--- config.mk ---
export PLATFORM = sky130hd
export DESIGN_NAME = alu_sched
export DESIGN_NICKNAME = d
export VERILOG_FILES = /design/src/rtl/alu_sched.sv
export SDC_FILE = /design/constraint.sdc
export NUM_CORES = 1
export LEC_CHECK = 0
export BUFFER_PORTS_ARGS = -buffer_cell sky130_fd_sc_hd__buf_2
export CAP_MARGIN = 5
export CORE_UTILIZATION = 35
export CTS_CLUSTER_DIAMETER = 50
export DETAILED_ROUTE_END_ITERATION = 8
export HOLD_SLACK_MARGIN = 0.08
export PLACE_DENSITY_LB_ADDON = 0.15
export SLEW_MARGIN = 15
export SYNTH_ARGS = -nofsm -noshare
export SYNTH_HDL_FRONTEND = slang
export SYNTH_SLANG_ARGS = --single-unit
--- constraint.sdc ---
create_clock -name CLk -period 1.79 [get_ports CLk]
set_input_delay 0.358 -clock CLk [delete_from_list [all_inputs] [get_ports CLk]]
set_output_delay 0.358 -clock CLk [all_outputs]
set_load 0.005 [all_outputs]
--- src/rtl/alu_sched.sv ---
// Round-robin scheduler for two requesters sharing one serial-operand ALU_2.
// Drives the ALU clear/load/run/readback sequence and returns the result with a one-cycle ack.
module alu_sched #(
    parameter int unsigned LAT_AS = 6,
    parameter int unsigned LAT_MD = 72
) (
    input  logic        CLk,
    input  logic        RST,
    input  logic        req_a,
    input  logic        req_b,
    input  logic [1:0]  op_a,
    input  logic [1:0]  op_b,
    input  logic [15:0] opa_a,
    input  logic [15:0] opa_b,
    input  logic [7:0]  opb_a,
    input  logic [7:0]  opb_b,
    output logic        ack_a,
    output logic        ack_b,
    output logic [15:0] result,
    output logic        busy,
    output logic        alu_begin,
    output logic        alu_rst,
    output logic [1:0]  alu_op,
    output logic [7:0]  alu_inbus,
    input  logic [7:0]  alu_outbus
);

    typedef enum logic [3:0] {IDLE, CLR, LD1, LD2, LDB, RUN, RD0, RD1, DONE} state_t;

    localparam logic [1:0] OP_DIV = 2'd3;

    state_t      state_q;
    logic [1:0]  op_q;
    logic [15:0] opa_q;
    logic [7:0]  opb_q;
    logic        gnt_b_q;
    logic        last_b_q;
    logic [7:0]  cnt_q;
    logic [15:0] result_q;
    logic        ack_a_q, ack_b_q, begin_q, arst_q;
    logic [7:0]  inbus_q;

    // B wins only if A is idle or A was the last one served.
    logic pick_b;
    assign pick_b = req_b & (~req_a | ~last_b_q);

    always_ff @(posedge CLk or negedge RST) begin
        if (!RST) begin
            state_q  <= IDLE;
            op_q     <= '0;
            opa_q    <= '0;
            opb_q    <= '0;
            gnt_b_q  <= 1'b0;
            last_b_q <= 1'b1;
            cnt_q    <= '0;
            result_q <= '0;
            ack_a_q  <= 1'b0;
            ack_b_q  <= 1'b0;
            begin_q  <= 1'b0;
            arst_q   <= 1'b0;
            inbus_q  <= '0;
        end else begin
            ack_a_q <= 1'b0;
            ack_b_q <= 1'b0;
            arst_q  <= 1'b0;
            case (state_q)
                IDLE: begin
                    if (req_a || req_b) begin
                        gnt_b_q <= pick_b;
                        op_q    <= pick_b ? op_b  : op_a;
                        opa_q   <= pick_b ? opa_b : opa_a;
                        opb_q   <= pick_b ? opb_b : opb_a;
                        begin_q <= 1'b1;
                        arst_q  <= 1'b1;
                        state_q <= CLR;
                    end
                end
                CLR: begin
                    inbus_q <= (op_q == OP_DIV) ? opa_q[15:8] : opa_q[7:0];
                    state_q <= LD1;
                end
                LD1: begin
                    if (op_q == OP_DIV) begin
                        inbus_q <= opa_q[7:0];
                        state_q <= LD2;
                    end else begin
                        inbus_q <= opb_q;
                        state_q <= LDB;
                    end
                end
                LD2: begin
                    inbus_q <= opb_q;
                    state_q <= LDB;
                end
                LDB: begin
                    cnt_q   <= op_q[1] ? 8'(LAT_MD) : 8'(LAT_AS);
                    state_q <= RUN;
                end
                RUN: begin
                    cnt_q <= cnt_q - 8'd1;
                    if (cnt_q == 8'd1) state_q <= RD0;
                end
                RD0: begin
                    result_q[7:0] <= alu_outbus;
                    if (op_q[1]) begin
                        state_q <= RD1;
                    end else begin
                        result_q[15:8] <= 8'h00;
                        ack_a_q <= ~gnt_b_q;
                        ack_b_q <= gnt_b_q;
                        begin_q <= 1'b0;
                        state_q <= DONE;
                    end
                end
                RD1: begin
                    result_q[15:8] <= alu_outbus;
                    ack_a_q <= ~gnt_b_q;
                    ack_b_q <= gnt_b_q;
                    begin_q <= 1'b0;
                    state_q <= DONE;
                end
                DONE: begin
                    last_b_q <= gnt_b_q;
                    state_q  <= IDLE;
                end
                default: state_q <= IDLE;
            endcase
        end
    end

    // op stays latched for the whole transaction so the ALU sees a stable opcode.
    assign alu_op    = op_q;
    assign alu_begin = begin_q;
    assign alu_rst   = arst_q;
    assign alu_inbus = inbus_q;
    assign ack_a     = ack_a_q;
    assign ack_b     = ack_b_q;
    assign result    = result_q;
    assign busy      = (state_q != IDLE);

endmodule

==> results.sh, run 1 <==
export IMPL_grt_max_degree=57
export IMPL_vias_per_cell=5.08
export IMPL_vias=2588
export IMPL_place_area_sq_mm=0.00385
export IMPL_grt_pass1_vias=2529
export IMPL_power_frac_comb_pct=42.8
export IMPL_final_cells=509
export IMPL_antenna_left=0
export IMPL_p_sw_w=0.00271
export IMPL_nets=462
export IMPL_leakagePower_nw=1.91
export IMPL_grt_first_pass_wirelength_um=12300
export IMPL_maxCapViolations=0
export IMPL_cts_buffers=9
export IMPL_dr_pass1_iters=4
export IMPL_die_area_sq_mm=0.00952
export IMPL_worstSetupEndpointType="output pin"
export IMPL_drv_slew=0
export IMPL_clk_latency_ps=340
export IMPL_drive_gt1_share_pct=38.9
export IMPL_async_flop_share_pct=100
export IMPL_power_share_clock_pct=18.0
export IMPL_worstPathBufferInverterCount=1
export IMPL_design_area_sq_mm=0.00408
export IMPL_finalCritPeriodShare_pct=99.5
export IMPL_status="finished clean"
export IMPL_drc=0
export IMPL_pin_count=95
export IMPL_mostFrequentLayoutCells="buf_2 (93), dfrtp_1 (67), nor2_1 (45), mux2i_1 (28), a21oi_1 (20)"
export IMPL_worst_slack_ps=8.09
export IMPL_p_int_w=0.00438
export IMPL_synth_edf_count=0
export IMPL_crit_slowest_cell="or4_4"
export IMPL_power_frac_seq_pct=39.2
export IMPL_worstPathMaxFanout=2
export IMPL_hold_path_startpoint="alu_outbus[0]"
export IMPL_rrSetupSlack_ps=90
export IMPL_core_area_sq_mm=0.00876
export IMPL_setup_viol=0
export IMPL_cp_cell_sequence="or4_4 > buf_6"
export IMPL_syn_inst=294
export IMPL_ff2ff_path_depth=6
export IMPL_pre_cts_ws_ps=68.8
export IMPL_powerDensity_mw_per_mm2=1740
export IMPL_yosysWarnings=0
export IMPL_start_util_pct=36.5
export IMPL_dp_cells=492
export IMPL_overflow=0
export IMPL_ys_ff_latch=68
export IMPL_grt_antenna_before_repair=0
export IMPL_swShare_pct=38.3
export IMPL_antenna_cells=0
export IMPL_ys_seq_area_share_pct=53.3
export IMPL_rsz0062_at_grt="true"
export IMPL_arrival_ps=1420
export IMPL_die_h_um=97.6
export IMPL_worst_pin_slew_ps=526
export IMPL_final_common_cell="buf_2"
export IMPL_holdCritPathClass="in -> reg"
export IMPL_clock_sinks=68
export IMPL_max_slew_margin_pct=64.8
export IMPL_vdd_ir_drop_max_uv=658
export IMPL_drtIter0Drc=101
export IMPL_hold_viol=0
export IMPL_routed_wl_um=7440
export IMPL_max_stage_delay_ps=560
export IMPL_post_cts_buffers=0
export IMPL_ys_types=39
export IMPL_track_usage_pct=16.6
export IMPL_hpwl_um=5270
export IMPL_r2r_start="cnt_q[1]"
export IMPL_worstHoldPathCells=2
export IMPL_synth_fp_nets=360
export IMPL_die_w_um=97.6
export IMPL_rows=34
export IMPL_holdPathEnd="result[8]"
export IMPL_crit_path_start_kind="flop"
export IMPL_clkTransAtPathRegs_ps=70
export IMPL_port_buffers=94
export IMPL_clock_skew_ps=6.09
export IMPL_fmaxAchievable_mhz=561
export IMPL_cts_max_path_buffers=2
export IMPL_synthesis_area_sq_mm=0.00320
export IMPL_area_growth_pct=27.5
export IMPL_avgRoutedWirePerCell_um=14.6
export IMPL_avgSynthCellArea_sq_um=10.9
export IMPL_ctsRootBufferMaster="clkbuf_8"
export IMPL_synth_flop_cell="dfrtp_1"
export IMPL_crit_reg2reg_capture="cnt_q[6]"
export IMPL_routabilityCongestion=0.780
export IMPL_path_delay_family="simple AND/OR/NAND/NOR gates"
export IMPL_htree_levels=3
export IMPL_crit_type="reg -> out"
export IMPL_cts_tree="done"
export IMPL_fin_crit_ps=1780
export IMPL_required_ps=1430
## timing repair
item / 4_1_cts / 5_1_grt
gates resized for setup: 1 / 1
pin swaps: 0 / 2
hold endpoints to repair: 16 / 0
hold buffers: 1 / 0
setup endpoints to repair: 1 / 2
cloned: 0 / 0
## flip-flops by register name, indices dropped and copies added (netlist names), 2 cells and up
register   flops
opa_q         16
alu_op         2
opb_q          8
cnt_q          8
result        16
state_q        4
alu_inbus      8
## cell usage after synthesis, types with 2 or more instances
cell type | number | area (sq um)
a211oi_1 | 2 | 15.0
a21oi_1 | 20 | 100
a21oi_2 | 10 | 87.6
a22o_1 | 9 | 78.8
a31oi_1 | 9 | 56.3
a32oi_1 | 8 | 70.1
and3_1 | 2 | 12.5
buf_2 | 5 | 25.0
buf_4 | 2 | 15.0
buf_6 | 5 | 56.3
clkbuf_1 | 6 | 22.5
dfrtp_1 | 67 | 1680
ha_1 | 2 | 25.0
inv_1 | 5 | 18.8
mux2_2 | 9 | 101
mux2i_1 | 28 | 280
nand2_1 | 9 | 33.8
nand3_1 | 12 | 60.1
nand3b_1 | 3 | 22.5
nor2_1 | 45 | 169
nor2b_1 | 2 | 12.5
nor3_1 | 5 | 25.0
nor3b_2 | 2 | 25.0
nor4_1 | 2 | 12.5
o21ai_0 | 9 | 45.0
o31ai_1 | 2 | 15.0
or3b_2 | 2 | 17.5
## worst register-to-register path, delay by kind of cell (launching register included)
family | cells | cell delay (ps)
flip-flops | 1 | 380
adder cells (fa/ha/maj) | 1 | 180
buffers and inverters | 1 | 90
AND/OR/NAND/NOR | 2 | 640
AO/OA/AOI/OAI | 1 | 90
multiplexers | 1 | 200
## final cells by class
cell class,instances,area (sq um)
clock inverters,6,63.8
well taps,108,135
flip-flops and latches,68,1700
fillers,890,4690
multi-input cells,202,1370
clock buffers,10,138
repair buffers,110,649
inverters,5,18.8
## power groups by stage
stage / registers, W / logic, W / clock network (W)
after global routing: 0.00288 / 0.00343 / 0.00138
after global placement: 0.00279 / 0.00299 / 0
after floorplan: 0.00267 / 0.00212 / 0
final: 0.00278 / 0.00304 / 0.00127
after CTS: 0.00278 / 0.00307 / 0.00132
after detailed placement: 0.00279 / 0.00305 / 0
## layer usage
metal / share of wire [%] / GRT usage [%]
met2: 44 / 24.8
met3: 4.4 / 4.03
met1: 50 / 23.1
met4: 1.3 / 6.45
met5: 0 / 0
## worst max path at each step
stage,startpoint,slack (ps),endpoint,cells after the start
finish,state_q[3],8,busy,2
global route,state_q[3],-30,busy,2
CTS,state_q[1],-6,busy,2
detailed placement,cnt_q[1],70,cnt_q[6],6
global placement,cnt_q[1],100,cnt_q[6],6
floorplan,cnt_q[0],130,cnt_q[6],6
## stage by stage
stage	power, W	util [%]	hold WS, ps	setup TNS (ps)
after floorplan	0.00480	-	62.4	0
after global placement	0.00578	44.0	338	0
after detailed placement	0.00585	44.0	336	0
after CTS	0.00718	46.5	221	-5.95
after global routing	0.00769	46.5	227	-51.1
final	0.00709	46.5	239	0
## cell families after synthesis
logic type,share of synthesized area (%)
AND/OR/NAND/NOR,14.2
adder cells (fa/ha/maj),0.783
AO/OA/AOI/OAI,15.4
multiplexers,11.9
flip-flops,53.3
buffers and inverters,4.42
Power figures use the tool's default switching activity.
==> run 2: changes to the inputs <==
SETUP_SLACK_MARGIN = 0.5   (was default)
==> run 2 against run 1 <==
Cell area grew 23%; non-clock buffer count grew 41; worst hold slack gained 9.7 ps; via count grew 9.1%; setup slack gained 21 ps; combinational power grew 76%; sequential share of layout area shrank 7.7 points.
==> results.sh, run 2 (synthesized netlist as in run 1, its figures left out) <==
export IMPL_status="finished clean"
export IMPL_hold_path_startpoint="alu_outbus[4]"
export IMPL_overflow=0
export IMPL_rows=34
export IMPL_antenna_cells=0
export IMPL_place_area_sq_mm=0.00396
export IMPL_drive_gt1_share_pct=60.2
export IMPL_vdd_ir_drop_max_uv=746
export IMPL_htree_levels=3
export IMPL_hold_viol=0
export IMPL_r2r_start="state_q[2]"
export IMPL_setup_viol=0
export IMPL_clkTransAtPathRegs_ps=70
export IMPL_vias_per_cell=5.13
export IMPL_ctsRootBufferMaster="clkbuf_8"
export IMPL_final_common_cell="buf_2"
export IMPL_worstPathMaxFanout=2
export IMPL_hpwl_um=5130
export IMPL_drc=0
export IMPL_routed_wl_um=8700
export IMPL_pin_count=95
export IMPL_rsz0062_at_grt="true"
export IMPL_maxCapViolations=0
export IMPL_track_usage_pct=18.5
export IMPL_worst_pin_slew_ps=363
export IMPL_clock_sinks=68
export IMPL_cts_buffers=9
export IMPL_cts_max_path_buffers=2
export IMPL_clk_latency_ps=340
export IMPL_powerDensity_mw_per_mm2=1860
export IMPL_grt_first_pass_wirelength_um=13900
export IMPL_mostFrequentLayoutCells="buf_2 (92), dfrtp_1 (63), nor2_1 (33), a21oi_2 (29), mux2i_1 (28)"
export IMPL_design_area_sq_mm=0.00502
export IMPL_grt_max_degree=69
export IMPL_die_w_um=97.6
export IMPL_fin_crit_ps=1760
export IMPL_antenna_left=0
export IMPL_clock_skew_ps=5.24
export IMPL_dr_pass1_iters=5
export IMPL_multi_input_area_sq_mm=0.00180
export IMPL_cts_tree="done"
export IMPL_drv_slew=0
export IMPL_die_area_sq_mm=0.00952
export IMPL_cp_startpoint="state_q[2]"
export IMPL_max_slew_margin_pct=75.8
export IMPL_leakagePower_nw=2.26
export IMPL_routabilityCongestion=0.764
export IMPL_crit_path_start_kind="flop"
export IMPL_drtIter0Drc=127
export IMPL_grt_antenna_before_repair=0
export IMPL_hold_ws_ps=249
export IMPL_worstSetupEndpointType="output pin"
export IMPL_holdCritPathClass="in -> reg"
export IMPL_area_growth_pct=57.0
export IMPL_arrival_ps=1400
export IMPL_core_area_sq_mm=0.00876
export IMPL_fillers=715
export IMPL_nets=503
export IMPL_die_h_um=97.6
export IMPL_ff_latch_area_sq_mm=0.00171
export IMPL_vias=2824
export IMPL_required_ps=1430
export IMPL_fmaxAchievable_mhz=568
export IMPL_start_util_pct=36.5
export IMPL_port_buffers=94
export IMPL_crit_type="reg -> out"
export IMPL_grt_pass1_vias=2874
export IMPL_avgRoutedWirePerCell_um=15.8
export IMPL_finalCritPeriodShare_pct=98.4
-- run 2: worst paths after layout --
path / to / slack, ps / cells past startpoint
min in group asynchronous: opb_q[2] / 570 / 3
max in group asynchronous: last_b_q / 890 / 3
worst min-delay path: result[12] / 250 / 2
worst max register to register: alu_op[1] / 40 / 7
worst max-delay path: busy / 30 / 2
worst min register to register: ack_a / 430 / 1
-- run 2: per-stage QoR --
| stage | instances | util [%] | setup TNS (ps) | total power (W) | setup slack, ps |
|---|---|---|---|---|---|
| after floorplan | 294 | - | 0 | 0.00514 | 225 |
| after global placement | 491 | 45.2 | 0 | 0.00605 | 195 |
| after detailed placement | 491 | 45.2 | 0 | 0.00613 | 157 |
| after CTS | 546 | 54.7 | 0 | 0.00870 | 16.8 |
| after global routing | 550 | 57.3 | -22.3 | 0.00993 | -7.79 |
| final | 550 | 57.3 | 0 | 0.00932 | 29.5 |
-- run 2: what timing repair did --
item	4_1_cts	5_1_grt
setup buffers	32	3
gates cloned	6	1
hold buffers	1	0
hold endpoints to repair	67	0
setup endpoints to repair	68	71
gates resized for setup	68	36
pin swaps	20	18
-- run 2: per-layer routing --
layer | track usage (%) | part of all wire, % | vias up
li1 | - | - | 1349
met4 | 6.33 | 1.4 | 0
met2 | 31.4 | 51 | 82
met1 | 23.4 | 44 | 1382
met5 | 0 | 0 | -
met3 | 3.81 | 3.8 | 11
-- run 2: cell type report --
cell class	count	area share, %
tap	108	2.69
sequential	68	34.0
multi-input combinational	202	36.0
timing repair buffer	151	23.4
clock buffer	10	2.74
inverter	5	0.374
clock inverter	6	0.773
-- run 2: worst max-delay path, cell delays in order, from the launching register on --
cell and delay [ps]:
dfrtp_1 380, or4_4 550, buf_6 140
-- run 2: power breakdown --
group          switching (W)  leakage (nW)  internal (W)
registers           0.000564         0.793       0.00228
clock network       0.000593        0.0885      0.000537
logic                0.00248          1.37       0.00287
total                0.00364          2.26       0.00569
==> run 3: changes to the inputs <==
--- a/config.mk
+++ b/config.mk
@@ -9,3 +9,3 @@
 export CAP_MARGIN = 5
-export CORE_UTILIZATION = 35
+export CORE_UTILIZATION = 46
 export CTS_CLUSTER_DIAMETER = 50
@@ -14,3 +14,2 @@
 export PLACE_DENSITY_LB_ADDON = 0.15
-export SETUP_SLACK_MARGIN = 0.5
 export SLEW_MARGIN = 15
--- a/constraint.sdc
+++ b/constraint.sdc
@@ -3,2 +3,2 @@
 set_output_delay 0.358 -clock CLk [all_outputs]
-set_load 0.005 [all_outputs]
+set_load 0.01 [all_outputs]
==> run 3 against run 2 <==
Clock skew increased by 2.3 ps; flip-flop and latch count unchanged; power decreased by 20%; via count decreased by 6.6%; sequential power decreased by 3%.
==> results.sh, run 3 (synthesized netlist as in run 1, its figures left out) <==
export IMPL_status="finished clean"
export IMPL_drive_gt1_share_pct=40.8
export IMPL_routed_wl_um=7590
export IMPL_overflow=0
export IMPL_hpwl_um=5010
export IMPL_drv_slew=0
export IMPL_cts_buffers=9
export IMPL_drc=0
export IMPL_multi_input_area_sq_mm=0.00138
export IMPL_start_util_pct=47.3
export IMPL_area_growth_pct=30.5
export IMPL_path_delay_family="simple AND/OR/NAND/NOR gates"
export IMPL_ff_latch_area_sq_mm=0.00170
export IMPL_routabilityCongestion=0.765
export IMPL_maxCapViolations=0
export IMPL_worstSetupEndpointType="output pin"
export IMPL_fillers=592
export IMPL_pin_count=95
export IMPL_port_buffers=94
export IMPL_mostFrequentLayoutCells="buf_2 (93), dfrtp_1 (66), nor2_1 (45), mux2i_1 (28), a21oi_1 (20)"
export IMPL_avgRoutedWirePerCell_um=15.4
export IMPL_hold_viol=0
export IMPL_grt_pass1_vias=2484
export IMPL_die_w_um=85.4
export IMPL_antenna_cells=0
export IMPL_finalCritPeriodShare_pct=98.2
export IMPL_worst_slack_ps=32.7
export IMPL_required_ps=1430
export IMPL_grt_antenna_before_repair=0
export IMPL_setup_viol=0
export IMPL_holdCritPathClass="in -> reg"
export IMPL_pre_cts_ws_ps=47.5
export IMPL_die_h_um=85.4
export IMPL_crit_path_start_kind="flop"
export IMPL_fin_total_pwr_w=0.00751
export IMPL_clk_latency_ps=340
export IMPL_ctsRootBufferMaster="clkbuf_8"
export IMPL_worstPathBufferInverterCount=1
export IMPL_rows=30
export IMPL_leakagePower_nw=1.98
export IMPL_grt_max_degree=46
export IMPL_cp_cell_sequence="or4_4 > buf_6"
export IMPL_fmaxAchievable_mhz=569
export IMPL_die_area_sq_mm=0.00729
export IMPL_vias_per_cell=5.36
export IMPL_grt_first_pass_wirelength_um=11600
export IMPL_clock_sinks=68
export IMPL_clock_skew_ps=7.50
export IMPL_max_slew_margin_pct=62.2
export IMPL_nets=473
export IMPL_final_common_cell="buf_2"
export IMPL_worstPathMaxFanout=2
export IMPL_htree_levels=3
export IMPL_crit_type="reg -> out"
export IMPL_drtIter0Drc=160
export IMPL_worst_pin_slew_ps=565
export IMPL_max_stage_delay_ps=550
export IMPL_cts_max_path_buffers=2
export IMPL_arrival_ps=1400
export IMPL_vdd_ir_drop_max_uv=727
export IMPL_clkTransAtPathRegs_ps=80
export IMPL_rsz0062_at_grt="true"
export IMPL_final_util_pct=61.7
export IMPL_powerDensity_mw_per_mm2=1800
export IMPL_hold_ws_ps=247
export IMPL_fin_crit_ps=1760
export IMPL_track_usage_pct=20.5
export IMPL_core_area_sq_mm=0.00676
export IMPL_vias=2638
export IMPL_antenna_left=0
export IMPL_dr_pass1_iters=6
export IMPL_crit_slowest_cell="or4_4"
export IMPL_cts_tree="done"
==> run 3: changes by cell type in the layout (fill, tap and decap cells not counted), sizes merged <==
cell / before / now
clkbuf: 11 / 12
buf: 149 / 118
clkinvlp: 2 / 1
bufinv: 0 / 1
clkinv: 3 / 4
inv: 6 / 5
==> run 3: through the flow <==
stage	setup TNS, ps	instance area, sq um	std cells
final	0	4170	492
after global routing	-85.0	4170	492
after CTS	0	4070	487
after global placement	0	3860	469
after detailed placement	0	3860	469
after floorplan	0	3200	294
==> run 3: final cells by class <==
cell class	count	area share [%]
Clock inverter	6	1.56
Sequential cell	68	40.9
Multi-Input combinational cell	202	33.0
Tap cell	80	2.40
Clock buffer	10	3.06
Timing Repair Buffer	121	18.7
Inverter	5	0.450
==> run 3: final timing paths <==
check | startpoint | slack (ps) | end | cells after the start
min reg2reg | gnt_b_q | 420 | ack_a | 1
min | alu_outbus[1] | 250 | result[9] | 2
max in group asynchronous | RST | 730 | opa_q[14] | 3
max | state_q[1] | 30 | busy | 2
min in group asynchronous | RST | 540 | state_q[3] | 2
max reg2reg | state_q[1] | 60 | opb_q[1] | 7
==> run 3: layer usage <==
layer	routed length [um]	up-vias	GRT usage (%)	part of all wire (%)
met2	3590	77	30.9	47
met3	347	4	5.64	4.6
li1	-	1289	-	-
met5	0	-	0	0
met1	3590	1268	28.7	47
met4	65	0	6.97	0.86
==> run 3: what timing repair did <==
item                       in CTS  in global routing
hold buffers                    1                  0
pin swaps                       1                  1
buffers inserted                1                  2
cloned                          0                  3
setup endpoints to repair       1                 14
resized for setup               0                  7
hold endpoints to repair       18                  0
==> run 3: report_power, final <==
group,total [W],internal (W),switching (W)
Clock,0.00123,0.000643,0.000585
Sequential,0.00276,0.00228,0.000483
Combinational,0.00352,0.00163,0.00189
